`src/rtl/cdb_broadcaster_pkg.sv`:
```
// cdb_broadcaster_pkg: shared defaults, constants and types for the common
// data bus broadcaster and the reservation-station tag matchers.
package cdb_broadcaster_pkg;

  localparam int CDB_DATA_W   = 32;
  localparam int CDB_ROB_ID_W = 4;
  localparam int CDB_NUM_SRC  = 4;

  localparam logic [CDB_DATA_W-1:0] ZERO_WORD = '0;

  // ROB tag as seen by the reservation-station matchers
  typedef logic [CDB_ROB_ID_W-1:0] rob_tag_t;

  // Index width that stays legal for a single-element range
  function automatic int idx_width(input int n);
    return (n > 1) ? $clog2(n) : 1;
  endfunction

endpackage

```
`src/rtl/cdb_src_fifo.sv`:
```
// cdb_src_fifo: single-source result queue. Head is visible combinationally
// so the arbiter can pick it in the same cycle; flush empties the queue.
module cdb_src_fifo
  import cdb_broadcaster_pkg::*;
#(
  parameter int WIDTH = 36,
  parameter int DEPTH = 2
) (
  input  logic             clk,
  input  logic             rst_n,
  input  logic             flush,
  input  logic             push,
  input  logic             pop,
  input  logic [WIDTH-1:0] din,
  output logic             full,
  output logic             empty,
  output logic [WIDTH-1:0] head
);

  localparam int PTR_W = idx_width(DEPTH);
  localparam int CNT_W = $clog2(DEPTH) + 1;

  logic [WIDTH-1:0] mem [DEPTH];
  logic [PTR_W-1:0] wr_ptr_reg;
  logic [PTR_W-1:0] rd_ptr_reg;
  logic [CNT_W-1:0] count_reg;
  logic             push_ok;
  logic             pop_ok;

  function automatic logic [PTR_W-1:0] ptr_inc(input logic [PTR_W-1:0] p);
    return (p == PTR_W'(DEPTH - 1)) ? '0 : p + PTR_W'(1);
  endfunction

  assign full    = (count_reg == CNT_W'(DEPTH));
  assign empty   = (count_reg == '0);
  assign push_ok = push & ~full & ~flush;
  assign pop_ok  = pop & ~empty & ~flush;
  assign head    = mem[rd_ptr_reg];

  // Entry storage: written on an accepted push, no reset needed
  always_ff @(posedge clk) begin
    if (push_ok) begin
      mem[wr_ptr_reg] <= din;
    end
  end

  // Pointers and occupancy; flush drops everything at once
  always_ff @(posedge clk or negedge rst_n) begin
    if (!rst_n) begin
      wr_ptr_reg <= '0;
      rd_ptr_reg <= '0;
      count_reg  <= '0;
    end else if (flush) begin
      wr_ptr_reg <= '0;
      rd_ptr_reg <= '0;
      count_reg  <= '0;
    end else begin
      if (push_ok) wr_ptr_reg <= ptr_inc(wr_ptr_reg);
      if (pop_ok)  rd_ptr_reg <= ptr_inc(rd_ptr_reg);
      case ({push_ok, pop_ok})
        2'b10:   count_reg <= count_reg + CNT_W'(1);
        2'b01:   count_reg <= count_reg - CNT_W'(1);
        default: count_reg <= count_reg;
      endcase
    end
  end

endmodule

```
`src/rtl/cdb_broadcaster.sv`:
```
// cdb_broadcaster: queues results from NUM_SRC producers and broadcasts up
// to two per cycle on two registered CDB lanes.
// Build option: define CDB_ROUND_ROBIN_EN for round-robin arbitration;
// otherwise fixed priority with source 0 highest.
module cdb_broadcaster
  import cdb_broadcaster_pkg::*;
#(
  parameter int DATA_W     = CDB_DATA_W,
  parameter int ROB_ID_W   = CDB_ROB_ID_W,
  parameter int NUM_SRC    = CDB_NUM_SRC,
  parameter int FIFO_DEPTH = 2
) (
  input  logic                         clk,
  input  logic                         rst_n,
  input  logic                         flush,
  input  logic [NUM_SRC-1:0]           src_valid,
  input  logic [NUM_SRC*ROB_ID_W-1:0]  src_rob_id,
  input  logic [NUM_SRC*DATA_W-1:0]    src_value,
  output logic [NUM_SRC-1:0]           src_ready,
  output logic                         cdb_valid1,
  output logic [ROB_ID_W-1:0]          cdb_rob_id1,
  output logic [DATA_W-1:0]            cdb_value1,
  output logic                         cdb_valid2,
  output logic [ROB_ID_W-1:0]          cdb_rob_id2,
  output logic [DATA_W-1:0]            cdb_value2
);

  localparam int ENT_W = ROB_ID_W + DATA_W;
  localparam int SRC_W = idx_width(NUM_SRC);

  logic [NUM_SRC-1:0] push;
  logic [NUM_SRC-1:0] pop;
  logic [NUM_SRC-1:0] full;
  logic [NUM_SRC-1:0] empty;
  logic [ENT_W-1:0]   head [NUM_SRC];

  logic               sel1_valid;
  logic               sel2_valid;
  logic [SRC_W-1:0]   sel1_idx;
  logic [SRC_W-1:0]   sel2_idx;
  logic [SRC_W-1:0]   start_idx;
  logic [ENT_W-1:0]   lane1_ent;
  logic [ENT_W-1:0]   lane2_ent;

  // One queue per producer; ready depends on occupancy only
  generate
    for (genvar gi = 0; gi < NUM_SRC; gi++) begin : g_src
      assign src_ready[gi] = ~full[gi];
      assign push[gi]      = src_valid[gi] & ~full[gi] & ~flush;

      cdb_src_fifo #(
        .WIDTH (ENT_W),
        .DEPTH (FIFO_DEPTH)
      ) u_fifo (
        .clk   (clk),
        .rst_n (rst_n),
        .flush (flush),
        .push  (push[gi]),
        .pop   (pop[gi]),
        .din   ({src_rob_id[gi*ROB_ID_W +: ROB_ID_W], src_value[gi*DATA_W +: DATA_W]}),
        .full  (full[gi]),
        .empty (empty[gi]),
        .head  (head[gi])
      );
    end
  endgenerate

`ifdef CDB_ROUND_ROBIN_EN
  logic [SRC_W-1:0] ptr_reg;
  logic [SRC_W-1:0] last_idx;

  assign start_idx = ptr_reg;
  assign last_idx  = sel2_valid ? sel2_idx : sel1_idx;

  // Round-robin pointer moves past the last granted source; idle or flush holds it
  always_ff @(posedge clk or negedge rst_n) begin
    if (!rst_n) begin
      ptr_reg <= '0;
    end else if (!flush && sel1_valid) begin
      ptr_reg <= (last_idx == SRC_W'(NUM_SRC - 1)) ? '0 : last_idx + SRC_W'(1);
    end
  end
`else
  assign start_idx = '0;
`endif

  // Scan sources from start_idx; first non-empty head to lane 1, second to lane 2
  always_comb begin : arb
    int               cand;
    logic [SRC_W-1:0] cand_idx;
    sel1_valid = 1'b0;
    sel2_valid = 1'b0;
    sel1_idx   = '0;
    sel2_idx   = '0;
    cand       = 0;
    cand_idx   = '0;
    for (int k = 0; k < NUM_SRC; k++) begin
      cand = int'(start_idx) + k;
      if (cand >= NUM_SRC) cand = cand - NUM_SRC;
      cand_idx = SRC_W'(cand);
      if (!empty[cand_idx]) begin
        if (!sel1_valid) begin
          sel1_valid = 1'b1;
          sel1_idx   = cand_idx;
        end else if (!sel2_valid) begin
          sel2_valid = 1'b1;
          sel2_idx   = cand_idx;
        end
      end
    end
  end

  // Pop the granted heads and pick the lane payloads; unused lanes carry zero
  always_comb begin
    pop       = '0;
    lane1_ent = '0;
    lane2_ent = '0;
    if (sel1_valid) lane1_ent = head[sel1_idx];
    if (sel2_valid) lane2_ent = head[sel2_idx];
    if (!flush) begin
      if (sel1_valid) pop[sel1_idx] = 1'b1;
      if (sel2_valid) pop[sel2_idx] = 1'b1;
    end
  end

  // Registered broadcast lanes; reset and flush clear valid and payload
  always_ff @(posedge clk or negedge rst_n) begin
    if (!rst_n) begin
      cdb_valid1  <= 1'b0;
      cdb_rob_id1 <= '0;
      cdb_value1  <= DATA_W'(ZERO_WORD);
      cdb_valid2  <= 1'b0;
      cdb_rob_id2 <= '0;
      cdb_value2  <= DATA_W'(ZERO_WORD);
    end else if (flush) begin
      cdb_valid1  <= 1'b0;
      cdb_rob_id1 <= '0;
      cdb_value1  <= DATA_W'(ZERO_WORD);
      cdb_valid2  <= 1'b0;
      cdb_rob_id2 <= '0;
      cdb_value2  <= DATA_W'(ZERO_WORD);
    end else begin
      cdb_valid1                <= sel1_valid;
      {cdb_rob_id1, cdb_value1} <= lane1_ent;
      cdb_valid2                <= sel2_valid;
      {cdb_rob_id2, cdb_value2} <= lane2_ent;
    end
  end

endmodule

```
`config.mk`:
```
export PLATFORM = sky130hd
export DESIGN_NAME = cdb_broadcaster
export DESIGN_NICKNAME = d
export VERILOG_FILES = /design/src/rtl/cdb_broadcaster_pkg.sv /design/src/rtl/cdb_src_fifo.sv /design/src/rtl/cdb_broadcaster.sv
export SDC_FILE = /design/constraint.sdc
export NUM_CORES = 1
export LEC_CHECK = 0
export ABC_CLOCK_PERIOD_IN_PS = 11050
export BUFFER_PORTS_ARGS = -buffer_cell sky130_fd_sc_hd__buf_4
export CAP_MARGIN = 25
export CORE_UTILIZATION = 30
export CTS_BUF_LIST = sky130_fd_sc_hd__clkbuf_4
export DETAILED_ROUTE_END_ITERATION = 16
export GPL_TIMING_DRIVEN = 0
export PLACE_DENSITY = 0.51
export SKIP_LAST_GASP = 1
export SLEW_MARGIN = 10
export SYNTH_ARGS = -nofsm -noshare
export SYNTH_HDL_FRONTEND = slang
export SYNTH_SLANG_ARGS = --single-unit
```
`constraint.sdc`:
```
create_clock -name clk -period 11.05 [get_ports clk]
set_clock_uncertainty 0.05 [all_clocks]
set_input_delay 0.5525 -clock clk [delete_from_list [all_inputs] [get_ports clk]]
set_output_delay 0.5525 -clock clk [all_outputs]
set_load 0.02 [all_outputs]
```
==> impl_metrics.ini <==
[drt]
drt_pre_antenna_iters = 6
ant_nets = 0
drc = 0
initialDrtViolationCount = 916
routed_via_density = 4.89
post_drt_wl_per_cell_um = 22.0
num_vias = 11500
wirelength_mm = 51.8

[worst_hold_path]
min_path_type = in -> reg

[place]
portBuffers = 227
gp_congestion = 0.885
dpl.hpwl_mm = 39.3
place_inst = 2012

[floorplanning]
coreArea_um2 = 51500
die_area_um2 = 53300
start_util_pct = 30.5
die_w_um = 231
core.rowCount = 83
dieHeight_um = 231
pin_count = 229

[clock_network]
cts_tree = built
worstSkewPairLatency_ps = 850
root_buffer = clkbuf_4
numCtsBuffers = 104
clk_transition_reported_paths_ps = 60
cts_sinks = 378
cts.path.max_buffers = 3
cts_max_level = 3
postCtsSetupBuffers = 0

[critical_path]
crit_fanout = 10
path_class = reg -> reg
rrSetupSlack_ps = 7560
cp-start-kind = flip-flop
required_ps = 11650
cp-end-kind = flip-flop
arrival_ps = 4090

[sta]
setup_viol = 0
slew_headroom_pct = 29.8
grt_setup_unrepaired = false
final_max_slew_viol_count = 0
hold_viol = 0
worst_slew_pin_slew_ps = 1050
max_freq_mhz = 286
finalCriticalPeriod_ps = 3490
fin_hold_ws_ps = 81.3
post-route-period-util_pct = 31.6
fin_tns_setup_ps = 0

[synthesis]
synth_ff_type = edfxtp_1
ys_ff_latch = 378
synth.top_cell.area_share_pct = 55.0
syn_area_um2 = 15700
ys_types = 41
synth_edf_count = 288
yosysWarningCount = 0
async_flop_share_pct = 23.8
yosysTopAreaCell = edfxtp_1
synthTopCellsByArea = edfxtp_1 (55%), dfrtp_1 (14%), mux2_2 (5.0%)
netlist_instances = 1074
avgSynthCellArea_um2 = 14.6
seq_area_frac_synth_pct = 69.3
synthesis.nets = 1230

[power]
peakVddDrop_mv = 0.134
power_leakage_nw = 8.17
p_per_area_nw_per_um2 = 214

[final_layout]
top_register = g_src.u_fifo.mem
layoutNonFillerInstCount = 2352
syn_to_final_growth_pct = 36.5
fill_cells = 5010
reg_top3 = g_src.u_fifo.mem x288, cdb_value1 x32, cdb_value2 x32
nets = 1741
largest_reg_flops = 288
drive_gt1_share_pct = 32.3
postLayoutCoreUtil_pct = 41.7

[run_status]
status = complete, no violations

[grt]
grt_pass1_vias = 11800
grt-ovfl-total = 0
grt_max_degree = 61
antenna_found_initial = 3
grtUsageTotal_pct = 19.4
grt_pass1_wl_mm = 74.4

[job]
drv_cap = 0
[final cells by class]
class / count / area (µm²) / area share [%]
antenna: 7 / 17.5 / 0.0816
buffer: 92 / 420 / 1.96
clock buffer: 156 / 1170 / 5.46
clock inverter: 30 / 154 / 0.717
inverter: 8 / 30.0 / 0.140
multi-input combinational: 596 / 4410 / 20.5
sequential: 378 / 10900 / 50.8
tap: 680 / 851 / 3.97
timing repair buffer: 405 / 3500 / 16.3
[per-layer routing]
metal | vias up | wire, µm | track usage, %
li1 | 5280 | - | -
met1 | 5644 | 22500 | 25.5
met2 | 505 | 25000 | 31.8
met3 | 82 | 3320 | 4.50
met4 | 0 | 975 | 5.24
met5 | - | 0 | 0
[stage by stage]
stage                     power [mW]  worst slack, ps  instance area [µm²]
after floorplan                 2.68             6900                15700
after global placement          3.30             4540                18300
after detailed placement        3.31             7670                18600
after CTS                       4.63             7670                21400
after global routing            4.83             7480                21500
final                           4.60             7560                21500
[timing repair]
action / 4_1_cts / 5_1_grt
resized for setup: 0 / 0
hold buffers: 147 / 0
endpoints found under the hold margin: 380 / 0
[cells in the mapped netlist, types with 2 or more instances]
library cell and number:
edfxtp_1 288, a21oi_1 149, dfrtp_1 90, nand2_1 81, mux2i_1 77, o211ai_1 72, a311o_1 71, mux2_2 70
clkbuf_1 52, buf_2 24, nor2_1 17, buf_1 9, inv_1 7, xor2_1 7, o21ai_0 6, buf_6 5
ha_1 5, nand2b_1 5, nand3_1 4, nor3_1 4, nor3b_1 4, xnor2_1 3, a211oi_1 2, a21o_1 2
buf_4 2, or2_2 2, or3_1 2
[worst max-delay path: stages (launching register included)]
cell      delay, ps
dfrtp_1         390
nor2_1          330
inv_1           140
ha_1            320
or3_1           390
o22ai_1         810
clkbuf_1        550
a311o_1         220
a21oi_1         120
[kinds of logic (layout without fill, tap and decap cells)]
kind of cell | count (synthesis) | after routing | synth area share [%]
flip-flops | 378 | 378 | 69.3
AO/OA/AOI/OAI | 311 | 311 | 13.6
multiplexers | 147 | 147 | 9.92
AND/OR/NAND/NOR | 123 | 123 | 3.37
buffers and inverters | 100 | 691 | 2.87
XOR/XNOR | 10 | 10 | 0.557
adder cells (fa/ha/maj) | 5 | 5 | 0.398
other | 0 | 7 | 0
[where the power goes]
part | internal [mW] | switching [mW]
registers | 1.70 | 0.0781
clock network | 0.665 | 0.580
logic | 0.606 | 0.968
total | 2.97 | 1.63
[path summary, 6_finish.rpt]
path	from	end	cells past startpoint
max	g_src[1].u_fifo.count_reg[1]	cdb_value2[30]	8
min	src_valid[2]	g_src[2].u_fifo.count_reg[0]	4
max reg2reg	g_src[1].u_fifo.count_reg[1]	cdb_value2[30]	8
min reg2reg	g_src[1].u_fifo.count_reg[1]	g_src[1].u_fifo.count_reg[1]	2
max in group asynchronous	rst_n	cdb_value1[11]	3
min in group asynchronous	rst_n	cdb_value1[28]	2
[placed cells by master (no fill, tap or decap), drive strengths merged, types with 9 or more instances in the layout]
cell / instances
a21oi: 150
clkbuf: 208
a311o: 71
mux2i: 77
inv: 9
buf: 298
nor2: 17
dlygate4sd3: 147
dfrtp: 90
mux2: 70
edfxtp: 288
o211ai: 72
nand2: 81
clkinv: 27
Note: power is estimated with default switching activity, not from simulation.
